`config.mk`:
```
export PLATFORM = sky130hd
export DESIGN_NAME = multicycle_controller
export DESIGN_NICKNAME = d
export VERILOG_FILES = /design/src/rtl/multicycle_controller.sv
export SDC_FILE = /design/constraint.sdc
export NUM_CORES = 1
export LEC_CHECK = 0
export ABC_AREA = 1
export CELL_PAD_IN_SITES_DETAIL_PLACEMENT = 0
export CELL_PAD_IN_SITES_GLOBAL_PLACEMENT = 1
export CORE_MARGIN = 2
export CORE_UTILIZATION = 29
export DETAILED_ROUTE_END_ITERATION = 8
export PLACE_DENSITY_LB_ADDON = 0.12
export SKIP_CTS_REPAIR_TIMING = 1
export SLEW_MARGIN = 20
export SYNTH_ARGS = -nofsm -noshare
export SYNTH_HDL_FRONTEND = slang
export SYNTH_SLANG_ARGS = --single-unit
```
`constraint.sdc`:
```
create_clock -name clk -period 3.55 [get_ports clk]
set_input_delay 0.5325 -clock clk [delete_from_list [all_inputs] [get_ports clk]]
set_output_delay 0.5325 -clock clk [all_outputs]
set_load 0.02 [all_outputs]
```
`src/rtl/multicycle_controller.sv`:
```
// ============================================================================
// Module   : multicycle_controller
// Purpose  : Control FSM for a multi-cycle RV32I core. Sequences a single
//            instruction through FETCH..WRITEBACK, sharing one ALU and one
//            unified memory, and drives the datapath enables/mux selects each
//            cycle. Memory accesses stall on mem_ready_i and raise a sticky
//            fault on timeout; illegal opcodes also fault.
// Ports    : clk, rst_n (async active-low)
//            op_i[6:0], funct3_i[2:0], funct7b5_i  - instruction fields
//            zero_flag_i                           - ALU zero result
//            mem_ready_i                           - memory completes request
//            mem_req_o, MemWrite_o, AdrSrc_o       - memory request controls
//            IRWrite_o, PCWrite_o, RegWrite_o      - datapath write enables
//            ALUSrcA_o, ALUSrcB_o, ImmSrc_o,
//            ResultSrc_o, ALUControl_o             - datapath mux/ALU selects
//            fault_o                               - sticky fault flag
//            retired_o[CNT_W-1:0]                  - retired count (optional)
// Config   : define CTRL_PERF_CNT_EN to add the retired-instruction counter.
// Revision : 1.0 - initial release
// ============================================================================
`default_nettype none

module multicycle_controller #(
  parameter int TIMEOUT = 16,
  parameter int CNT_W   = 32
) (
  input  logic             clk,
  input  logic             rst_n,
  input  logic [6:0]       op_i,
  input  logic [2:0]       funct3_i,
  input  logic             funct7b5_i,
  input  logic             zero_flag_i,
  input  logic             mem_ready_i,
  output logic             mem_req_o,
  output logic             MemWrite_o,
  output logic             AdrSrc_o,
  output logic             IRWrite_o,
  output logic             PCWrite_o,
  output logic             RegWrite_o,
  output logic [1:0]       ALUSrcA_o,
  output logic [1:0]       ALUSrcB_o,
  output logic [1:0]       ImmSrc_o,
  output logic [1:0]       ResultSrc_o,
  output logic [3:0]       ALUControl_o,
`ifdef CTRL_PERF_CNT_EN
  output logic [CNT_W-1:0] retired_o,
`endif
  output logic             fault_o
);

  typedef enum logic [3:0] {
    S_FETCH  = 4'd0,
    S_DECODE = 4'd1,
    S_MEMADR = 4'd2,
    S_MEMRD  = 4'd3,
    S_MEMWB  = 4'd4,
    S_MEMWR  = 4'd5,
    S_EXECR  = 4'd6,
    S_EXECI  = 4'd7,
    S_ALUWB  = 4'd8,
    S_BRANCH = 4'd9,
    S_JAL    = 4'd10,
    S_FAULT  = 4'd11
  } state_t;

  localparam int            CW           = (TIMEOUT > 1) ? $clog2(TIMEOUT) : 1;
  localparam logic [CW-1:0] C_CNT_LAST   = CW'(TIMEOUT - 1);

  localparam logic [6:0] C_OP_LOAD  = 7'b0000011;
  localparam logic [6:0] C_OP_STORE = 7'b0100011;
  localparam logic [6:0] C_OP_RTYPE = 7'b0110011;
  localparam logic [6:0] C_OP_ITYPE = 7'b0010011;
  localparam logic [6:0] C_OP_BR    = 7'b1100011;
  localparam logic [6:0] C_OP_JAL   = 7'b1101111;

  state_t        state_q, state_d;
  logic [CW-1:0] cnt_q, cnt_d;

  // alt selects sub (funct3=000) or sra (funct3=101); callers decide when
  // funct7b5 is allowed to influence it.
  function automatic logic [3:0] alu_dec(input logic [2:0] f3, input logic alt);
    logic [3:0] r;
    case (f3)
      3'b000:  r = alt ? 4'd1 : 4'd0;
      3'b001:  r = 4'd6;
      3'b010:  r = 4'd5;
      3'b011:  r = 4'd9;
      3'b100:  r = 4'd4;
      3'b101:  r = alt ? 4'd8 : 4'd7;
      3'b110:  r = 4'd3;
      default: r = 4'd2;
    endcase
    return r;
  endfunction

  always_comb begin
    state_d      = state_q;
    mem_req_o    = 1'b0;
    MemWrite_o   = 1'b0;
    AdrSrc_o     = 1'b0;
    IRWrite_o    = 1'b0;
    PCWrite_o    = 1'b0;
    RegWrite_o   = 1'b0;
    ALUSrcA_o    = 2'b00;
    ALUSrcB_o    = 2'b00;
    ImmSrc_o     = 2'b00;
    ResultSrc_o  = 2'b00;
    ALUControl_o = 4'd0;
    fault_o      = 1'b0;

    case (state_q)
      S_FETCH: begin
        mem_req_o   = 1'b1;
        ALUSrcB_o   = 2'b10;
        ResultSrc_o = 2'b10;
        if (mem_ready_i) begin
          IRWrite_o = 1'b1;
          PCWrite_o = 1'b1;
          state_d   = S_DECODE;
        end
      end
      S_DECODE: begin
        ALUSrcA_o = 2'b01;
        ALUSrcB_o = 2'b01;
        ImmSrc_o  = 2'b10;
        case (op_i)
          C_OP_LOAD, C_OP_STORE: state_d = S_MEMADR;
          C_OP_RTYPE:            state_d = S_EXECR;
          C_OP_ITYPE:            state_d = S_EXECI;
          C_OP_BR:               state_d = S_BRANCH;
          C_OP_JAL:              state_d = S_JAL;
          default:               state_d = S_FAULT;
        endcase
      end
      S_MEMADR: begin
        ALUSrcA_o = 2'b10;
        ALUSrcB_o = 2'b01;
        // op[5] separates store (0100011) from load (0000011).
        ImmSrc_o  = op_i[5] ? 2'b01 : 2'b00;
        state_d   = op_i[5] ? S_MEMWR : S_MEMRD;
      end
      S_MEMRD: begin
        mem_req_o = 1'b1;
        AdrSrc_o  = 1'b1;
        if (mem_ready_i) state_d = S_MEMWB;
      end
      S_MEMWB: begin
        ResultSrc_o = 2'b01;
        RegWrite_o  = 1'b1;
        state_d     = S_FETCH;
      end
      S_MEMWR: begin
        mem_req_o  = 1'b1;
        MemWrite_o = 1'b1;
        AdrSrc_o   = 1'b1;
        if (mem_ready_i) state_d = S_FETCH;
      end
      S_EXECR: begin
        ALUSrcA_o    = 2'b10;
        ALUControl_o = alu_dec(funct3_i, funct7b5_i);
        state_d      = S_ALUWB;
      end
      S_EXECI: begin
        ALUSrcA_o    = 2'b10;
        ALUSrcB_o    = 2'b01;
        // IR[30] is immediate data except for srai.
        ALUControl_o = alu_dec(funct3_i, funct7b5_i && (funct3_i == 3'b101));
        state_d      = S_ALUWB;
      end
      S_ALUWB: begin
        RegWrite_o = 1'b1;
        state_d    = S_FETCH;
      end
      S_BRANCH: begin
        ALUSrcA_o    = 2'b10;
        ALUControl_o = 4'd1;
        case (funct3_i)
          3'b000:  begin PCWrite_o = zero_flag_i;  state_d = S_FETCH; end
          3'b001:  begin PCWrite_o = !zero_flag_i; state_d = S_FETCH; end
          default: state_d = S_FAULT;
        endcase
      end
      S_JAL: begin
        ALUSrcA_o = 2'b01;
        ALUSrcB_o = 2'b10;
        PCWrite_o = 1'b1;
        state_d   = S_ALUWB;
      end
      S_FAULT: begin
        fault_o = 1'b1;
      end
      default: state_d = S_FAULT;
    endcase

    // A late mem_ready on the last allowed cycle still lets the access finish.
    if (mem_req_o && !mem_ready_i && (cnt_q == C_CNT_LAST)) state_d = S_FAULT;

    // Wait counter only accumulates while the same request keeps stalling.
    if (mem_req_o && !mem_ready_i && (state_d == state_q)) cnt_d = cnt_q + 1'b1;
    else                                                   cnt_d = '0;
  end

  always_ff @(posedge clk or negedge rst_n) begin
    if (!rst_n) begin
      state_q <= S_FETCH;
      cnt_q   <= '0;
    end else begin
      state_q <= state_d;
      cnt_q   <= cnt_d;
    end
  end

`ifdef CTRL_PERF_CNT_EN
  logic [CNT_W-1:0] retired_q, retired_d;

  // Count completion only: entry to FETCH from a final state of an instruction.
  always_comb begin
    retired_d = retired_q;
    if (state_d == S_FETCH &&
        (state_q == S_MEMWB || state_q == S_MEMWR ||
         state_q == S_ALUWB || state_q == S_BRANCH))
      retired_d = retired_q + 1'b1;
  end

  always_ff @(posedge clk or negedge rst_n) begin
    if (!rst_n) retired_q <= '0;
    else        retired_q <= retired_d;
  end

  assign retired_o = retired_q;
`endif

endmodule

`default_nettype wire
```
**Word level (Yosys, flattened, before mapping)**

Index checks and enable logic that the tools add are counted.

- Add/sub/neg operators: 1
- Equality and inequality tests: 25
- Multiplexer cells: 30
- Reduce and logical (&&, ||, !) cells: 18

Operators with widths:

| kind | count |
|---|---|
| $pmux W4 S7 | 2 |
| $pmux W4 S9 | 1 |
| $mux W4 | 8 |
| $eq A4 B4 Y1 const B | 5 |
| $pmux W4 S5 | 1 |
| $eq A4 B3 Y1 const B | 4 |
| $pmux W2 S2 | 4 |
| $eq A7 B6 Y1 const B | 2 |
| $eq A7 B7 Y1 const B | 2 |
| $pmux W4 S3 | 1 |
| $reduce_or A2 Y1 | 6 |
| $mux W1 | 10 |
| $eq A3 B3 Y1 const B | 3 |
| $reduce_or A3 Y1 | 3 |
| $eq A4 B2 Y1 const B | 2 |
| $eq A7 B2 Y1 const B | 1 |
| $eq A7 B5 Y1 const B | 1 |
| $eq A3 B2 Y1 const B | 2 |
| $add A4 B1 Y4 const B | 1 |
| $eq A4 B1 Y1 const B | 1 |
| $eq A4 B4 Y1 | 1 |
| $logic_and A1 B1 Y1 | 4 |
| $logic_not A4 Y1 | 1 |
| $reduce_or A4 Y1 | 1 |
| 6 further kinds | 7 |

- Bits in registers: 8
- Input bits: 15
- Output and inout bits: 19
- Word-level logic and storage cells: 76

**Logic depth before layout (Yosys ltp)**

Gate-level depths: netlist (run 1).

- Depth after elaboration: 9
- Depth in mapped cells: 10
- Mapped depth without buffers: 10

**Worst setup path after synthesis (run 1)**

No wires, ideal clock.

- Path kind: register to output
- From: register state_q[3]
- To: output PCWrite_o
- Arrival: 1.575 ns
- Data required time: 3.017 ns
- Path slack: 1.442 ns
- Stages on the path, launching flop included: 5
- Path buffers: 0
- Path through: dfrtp_1 -> inv_1 -> nor2_2 -> nand2_1 -> o311ai_0

- Longest elaborated chain between the ends: 2
- Elaborated cells on any way between the ends: 4
- Those cells by class: 2 x eq/ne; 1 x mux; 1 x reduce/logical

RTL lines:

| item | line | source |
|---|---|---|
| start, declared | 76 | `state_t state_q, state_d;` |
| start signal, assigned | 208 | `state_q <= state_d;` |
| $eq A4 B4 Y1 or $logic_not A4 Y1 (tied branches) | 111 | `case (state_q)` |
| $pmux W1 S3 (*) | 111 |  |
| end, declared | 38 | `output logic PCWrite_o,` |

Every way passes the cells marked *; elsewhere a longest branch is shown, timed or not.

**Final worst setup path (run 1)**

- From: input funct3_i[2]
- To: output ALUControl_o[2]

- Longest elaborated chain between the ends: 5
- Elaborated cells on any way between the ends: 12
- Those cells by class: 6 x eq/ne; 4 x mux; 2 x reduce/logical

RTL lines:

| item | line | source |
|---|---|---|
| start, declared | 30 | `input logic [2:0] funct3_i,` |
| $eq A3 B3 Y1 | 83, 167 |  |
| $logic_and A1 B1 Y1 | 167 | `ALUControl_o = alu_dec(funct3_i, funct7b5_i && (funct3_i == 3'b101));` |
| $mux W4 | 89 | `3'b101: r = alt ? 4'd8 : 4'd7;` |
| $pmux W4 S7 | 83 | `case (f3)` |
| $pmux W4 S3 (*) | 111 |  |
| end, declared | 44 | `output logic [3:0] ALUControl_o,` |

Marks and branches as above.

==> impl_metrics.env, run 1 <==
export IMPL_min_path_type="flop to flop"
export IMPL_antenna_left=0
export IMPL_worstPathCellList="clkdlybuf4s50_1, inv_1, nand2_1, nor2_1, o21a_1, nor2_1, clkdlybuf4s50_1"
export IMPL_place_congestion=0.872
export IMPL_swShare=0.225
export IMPL_p_leak_nw=0.577
export IMPL_clockBufferDepth=2
export IMPL_cts_made_buffers=3
export IMPL_drtIter0Drc=18
export IMPL_netlist_area_um2=767
export IMPL_grt_start_max_net_pins=9
export IMPL_synthFlopType="dfrtp_1"
export IMPL_timing_critical_path_from="funct3_i[2]"
export IMPL_area_delta_synth_final_pct=50.9
export IMPL_reg2reg_from="state_q[2]$_DFF_PN0_"
export IMPL_ys_seq_elements=8
export IMPL_die_h_um=55.4
export IMPL_max_stage_delay_ns=0.61
export IMPL_place_hpwl_um=1810
export IMPL_htreeDepth=1
export IMPL_port_buffers=33
export IMPL_gr_usage_met1=0.192
export IMPL_peakVddDrop_mv=0.156
export IMPL_coreArea_um2=2500
export IMPL_switching_power_mw=0.0428
export IMPL_synth_edff_count=0
export IMPL_pwr_share_clk=0.354
export IMPL_setup_violations=0
export IMPL_timing_worst_slew_pin_value_ns=0.350
export IMPL_crit_path_end_kind="output port"
export IMPL_startpoint_type="input pin"
export IMPL_grt_usage=0.147
export IMPL_met3_usage=0.0445
export IMPL_dieArea_um2=3070
export IMPL_hold_violations=0
export IMPL_fin_crit_ns=2.78
export IMPL_die_x_um=55.4
export IMPL_rsz0062_at_grt="no"
export IMPL_drt_wl_total_um=2090
export IMPL_pwr_share_seq=0.480
export IMPL_avgViaCountPerCell=4.58
export IMPL_fin_util=0.463
export IMPL_cp_endpoint="ALUControl_o[2]"
export IMPL_grt_pass1_vias=860
export IMPL_slowest_stage="clkdlybuf4s50_1"
export IMPL_arrival_ns=2.24
export IMPL_fin_skew_ns=0.00439
export IMPL_drive_gt1_frac=0.0610
export IMPL_path_clk_slew_ns=0.05
export IMPL_cp_required_ns=3.02
export IMPL_clk_root_buffer_cell="clkbuf_4"
export IMPL_grt_busiest_layer="met2"
export IMPL_drv_cap=0
export IMPL_p_comb_frac=0.166
export IMPL_grt_overflow=0
export IMPL_grtUsageMet2=0.243
export IMPL_tns_ns=0
export IMPL_synth_warnings=0
export IMPL_syn_area_per_cell_um2=5.99
export IMPL_grt_pass1_wl_um=3770
export IMPL_dr_pass1_iters=4
export IMPL_p_int_mw=0.148
export IMPL_reg2reg_depth=9
export IMPL_status="finished, final reports clean"
export IMPL_syn_num_nets=144
export IMPL_fmax_mhz=360
export IMPL_nets=182
export IMPL_drv_slew=0
export IMPL_numClockSinks=8
export IMPL_synth_distinct_cells=22
export IMPL_crit_path_max_fanout=5
export IMPL_clk_latency_ns=0.25
export IMPL_n_fill_cell=284
export IMPL_initial_core_util=0.307
export IMPL_r2r_slack_ns=2.07
export IMPL_fin_crit_sh=0.782
export IMPL_synth_seq_area_share=0.261
export IMPL_ys_async_sr_fraction=1.00
export IMPL_worstSetupPathType="input pin to output port"
export IMPL_rows=18
export IMPL_wl_per_cell_um=10.8
export IMPL_powerDensity_nw_per_um2=164
export IMPL_n_antenna_cell=0
export IMPL_antenna_found_initial=0
export IMPL_synthCells=128
export IMPL_cts_tree="yes"
export IMPL_pin_count=34
export IMPL_relSlewSlack=0.766
export IMPL_drc_errors=0
export IMPL_vias=889
export IMPL_reg2reg_to="cnt_q[3]$_DFF_PN0_"
## state kept, by name, indices dropped and copies added (netlist names)
register	count
state_q	4
cnt_q	4
## how the worst min path moves through the flow
stage	slack, ns	startpoint	to	cells after the start
4_1_cts	0.46	cnt_q[0]$_DFF_PN0_	cnt_q[0]$_DFF_PN0_	1
5_1_grt	0.49	cnt_q[0]$_DFF_PN0_	cnt_q[0]$_DFF_PN0_	1
3_3_place_gp	0.45	cnt_q[0]$_DFF_PN0_	cnt_q[0]$_DFF_PN0_	1
6_report	0.45	cnt_q[0]$_DFF_PN0_	cnt_q[0]$_DFF_PN0_	1
2_1_floorplan	0.24	rst_n	cnt_q[0]$_DFF_PN0_	0
3_5_place_dp	0.45	cnt_q[0]$_DFF_PN0_	cnt_q[0]$_DFF_PN0_	1
## worst max-delay path: cells and delay by family
kind	cells	cell delay (ns)
compound gates	1	0.19
buf+inv	3	1.23
simple gates	3	0.30
## metal layers
metal,vias to the layer above,routed length [um]
met4,0,6
met1,382,976
met3,2,134
li1,478,-
met5,-,0
met2,27,968
## logic make-up (layout without fill, tap and decap cells)
group	Yosys count	after routing	synth area share
fa+ha+maj	1	1	0.0163
compound gates	14	14	0.114
buf+inv	26	62	0.127
xor+xnor	3	3	0.0343
simple gates	76	76	0.447
flops	8	8	0.261
## final cells by class
class / instances / area [um^2] / area share
clock buffer: 3 / 22.5 / 0.0195
multi-input combinational: 94 / 469 / 0.405
sequential: 8 / 200 / 0.173
timing repair buffer: 33 / 330 / 0.285
tap: 30 / 37.5 / 0.0324
inverter: 26 / 97.6 / 0.0843
## power by group through the flow
stage,clock [mW],sequential [mW],combinational (mW)
2_1_floorplan,0,0.0929,0.00949
3_3_place_gp,0,0.0929,0.0313
3_5_place_dp,0,0.0929,0.0319
4_1_cts,0.0718,0.0912,0.0320
5_1_grt,0.0791,0.0911,0.0354
6_report,0.0674,0.0913,0.0316
## cell usage after synthesis, types with 3 or more instances
library cell  number  area [um^2]
a21oi_1            3         15.0
dfrtp_1            8          200
inv_1             26         97.6
nand2_1           30          113
nand3_1           10         50.1
nand3_2            3         30.0
nand4_1            5         31.3
nor2_1            22         82.6
o21ai_0            4         20.0
## per-stage QoR
stage	cells	setup WS, ns	hold slack [ns]	cell area, um^2	power, mW
4_1_cts	194	0.773	0.459	1160	0.195
5_1_grt	194	0.659	0.485	1160	0.206
3_3_place_gp	191	0.822	0.450	1130	0.124
3_5_place_dp	191	0.780	0.452	1130	0.125
6_report	194	0.773	0.453	1160	0.190
2_1_floorplan	128	1.44	0.237	767	0.102
## cell usage in the layout (no fill, tap or decap)
cell             Yosys  layout
o31ai_1              1       1
nand4_1              5       5
ha_1                 1       1
xnor2_1              2       2
a21boi_0             1       1
nor3_1               2       2
o211ai_1             2       2
o21a_1               1       1
o311ai_0             1       1
clkbuf_4             0       3
inv_1               26      26
a31oi_1              1       1
nand2_2              1       1
o21ai_0              4       4
xor2_1               1       1
dfrtp_1              8       8
nor2_2               2       2
nand3_2              3       3
nand2_1             30      30
nor2_1              22      22
a21oi_1              3       3
clkdlybuf4s50_1      0      33
and3_2               1       1
nand3_1             10      10
Note: power is estimated with default switching activity, not from simulation.
==> run 2: changes to the inputs <==
--- a/config.mk
+++ b/config.mk
@@ -9,7 +9,7 @@
 export CELL_PAD_IN_SITES_DETAIL_PLACEMENT = 0
 export CELL_PAD_IN_SITES_GLOBAL_PLACEMENT = 1
 export CORE_MARGIN = 2
-export CORE_UTILIZATION = 29
+export CORE_UTILIZATION = 27
 export DETAILED_ROUTE_END_ITERATION = 8
 export PLACE_DENSITY_LB_ADDON = 0.12
 export SKIP_CTS_REPAIR_TIMING = 1
==> constraint.sdc (replaced) <==
create_clock -name clk -period 2.6 [get_ports clk]
set_input_delay 0.39 -clock clk [delete_from_list [all_inputs] [get_ports clk]]
set_output_delay 0.39 -clock clk [all_outputs]
set_load 0.02 [all_outputs]
==> run 2 against run 1 <==
Net effect: global-route usage fell by 1.8 points; highest routed layer unchanged; critical path depth did not move; core utilization fell by 3.6 points; critical path type unchanged; via count rose by 4.3%; die area rose by 6.9%; non-clock buffer count rose by 1.
==> impl_metrics.env, run 2 (synthesis results as in run 1) <==
export IMPL_p_total_mw=0.258
export IMPL_hold_violations=0
export IMPL_die_x_um=57.3
export IMPL_coreArea_um2=2730
export IMPL_pin_count=34
export IMPL_peakVddDrop_mv=0.209
export IMPL_drv_slew=0
export IMPL_largestRegisters="cnt_q x4, state_q x4"
export IMPL_drive_gt1_frac=0.0667
export IMPL_clk_latency_ns=0.25
export IMPL_drc_errors=0
export IMPL_startpoint_type="input pin"
export IMPL_path_clk_slew_ns=0.05
export IMPL_clk_root_buffer_cell="clkbuf_4"
export IMPL_vias=927
export IMPL_avgViaCountPerCell=4.73
export IMPL_fin_skew_ns=0.00477
export IMPL_place_congestion=0.879
export IMPL_die_h_um=57.3
export IMPL_area_delta_synth_final_pct=52.4
export IMPL_cp_required_ns=2.21
export IMPL_crit_path_max_fanout=5
export IMPL_initial_core_util=0.281
export IMPL_pwr_share_seq=0.484
export IMPL_p_int_mw=0.201
export IMPL_rsz0062_at_grt="no"
export IMPL_numClockSinks=8
export IMPL_fmax_mhz=403
export IMPL_setup_violations=0
export IMPL_rows=19
export IMPL_grt_start_max_net_pins=9
export IMPL_fin_util=0.427
export IMPL_mostFrequentLayoutCell="clkdlybuf4s50_1"
export IMPL_hold_ws_ns=0.416
export IMPL_place_hpwl_um=1740
export IMPL_status="finished, final reports clean"
export IMPL_r2r_slack_ns=1.16
export IMPL_grt_overflow=0
export IMPL_p_comb_frac=0.167
export IMPL_swShare=0.219
export IMPL_min_path_type="input pin to async pin"
export IMPL_wl_per_cell_um=10.4
export IMPL_antenna_found_initial=0
export IMPL_htreeDepth=1
export IMPL_fin_crit_ns=2.48
export IMPL_worstSetupPathType="input pin to output port"
export IMPL_grt_pass1_vias=836
export IMPL_fin_crit_sh=0.953
export IMPL_powerDensity_nw_per_um2=220
export IMPL_antenna_left=0
export IMPL_arrival_ns=2.09
export IMPL_grt_usage=0.129
export IMPL_drt_wl_total_um=2040
export IMPL_grt_pass1_wl_um=3440
export IMPL_p_leak_nw=0.601
export IMPL_final_cell_mix="clkdlybuf4s50_1, nand2_1, inv_1"
export IMPL_crit_path_end_kind="output port"
export IMPL_port_buffers=33
export IMPL_cts_made_buffers=3
export IMPL_drtIter0Drc=22
export IMPL_n_antenna_cell=0
export IMPL_relSlewSlack=0.764
export IMPL_dieArea_um2=3280
export IMPL_timing_worst_slew_pin_value_ns=0.353
export IMPL_clockBufferDepth=2
export IMPL_switching_power_mw=0.0563
export IMPL_cts_tree="yes"
export IMPL_tns_ns=0
export IMPL_dr_pass1_iters=4
export IMPL_pwr_share_clk=0.349
export IMPL_drv_cap=0
export IMPL_nets=183
[run 2: cell count changes in the layout (fill, tap and decap cells not counted), sizes merged]
cell | before | now
clkdlybuf4s50 | 33 | 32
dlymetal6s2s | 0 | 1
buf | 0 | 1
[run 2: through the flow]
stage	area [um^2]	setup slack (ns)	instances
after global placement	1140	0.160	193
after CTS	1170	0.119	196
after detailed placement	1140	0.138	193
after global routing	1170	0.0171	196
final	1170	0.121	196
after floorplan	767	0.635	128
[run 2: layout make-up]
type / count / area (um^2)
fill: 295 / 1570
multi-input combinational: 94 / 469
timing repair buffer: 34 / 340
sequential: 8 / 200
inverter: 26 / 97.6
tap: 31 / 38.8
clock buffer: 3 / 22.5
[run 2: power by group through the flow]
stage | logic, mW | registers [mW] | clock network (mW)
CTS | 0.0433 | 0.125 | 0.0946
floorplan | 0.0130 | 0.127 | 0
global route | 0.0480 | 0.125 | 0.0970
global placement | 0.0430 | 0.127 | 0
detailed placement | 0.0430 | 0.127 | 0
finish | 0.0430 | 0.125 | 0.0899
[run 2: worst paths after layout]
check / end / startpoint / cells past startpoint
worst max-delay path: ALUControl_o[2] / funct3_i[2] / 7
worst min register to register: cnt_q[0]$_DFF_PN0_ / cnt_q[0]$_DFF_PN0_ / 1
worst max register to register: cnt_q[3]$_DFF_PN0_ / state_q[2]$_DFF_PN0_ / 9
worst min-delay path: cnt_q[0]$_DFF_PN0_ / rst_n / 1
max in group asynchronous: cnt_q[3]$_DFF_PN0_ / rst_n / 1
min in group clk: cnt_q[0]$_DFF_PN0_ / cnt_q[0]$_DFF_PN0_ / 1
[run 2: critical path, cell delays in order]
cell and delay (ns):
clkdlybuf4s50_1 0.54, inv_1 0.08, nand2_1 0.13, nor2_1 0.07, o21a_1 0.18, nor2_1 0.08
clkdlybuf4s50_1 0.61
[run 2: routing by layer]
| metal | track usage | up-vias | wire [um] |
|---|---|---|---|
| met3 | 0.0113 | 2 | 119 |
| met1 | 0.179 | 415 | 932 |
| li1 | - | 487 | - |
| met4 | 0.0399 | 0 | 5 |
| met5 | 0 | - | 0 |
| met2 | 0.213 | 23 | 979 |
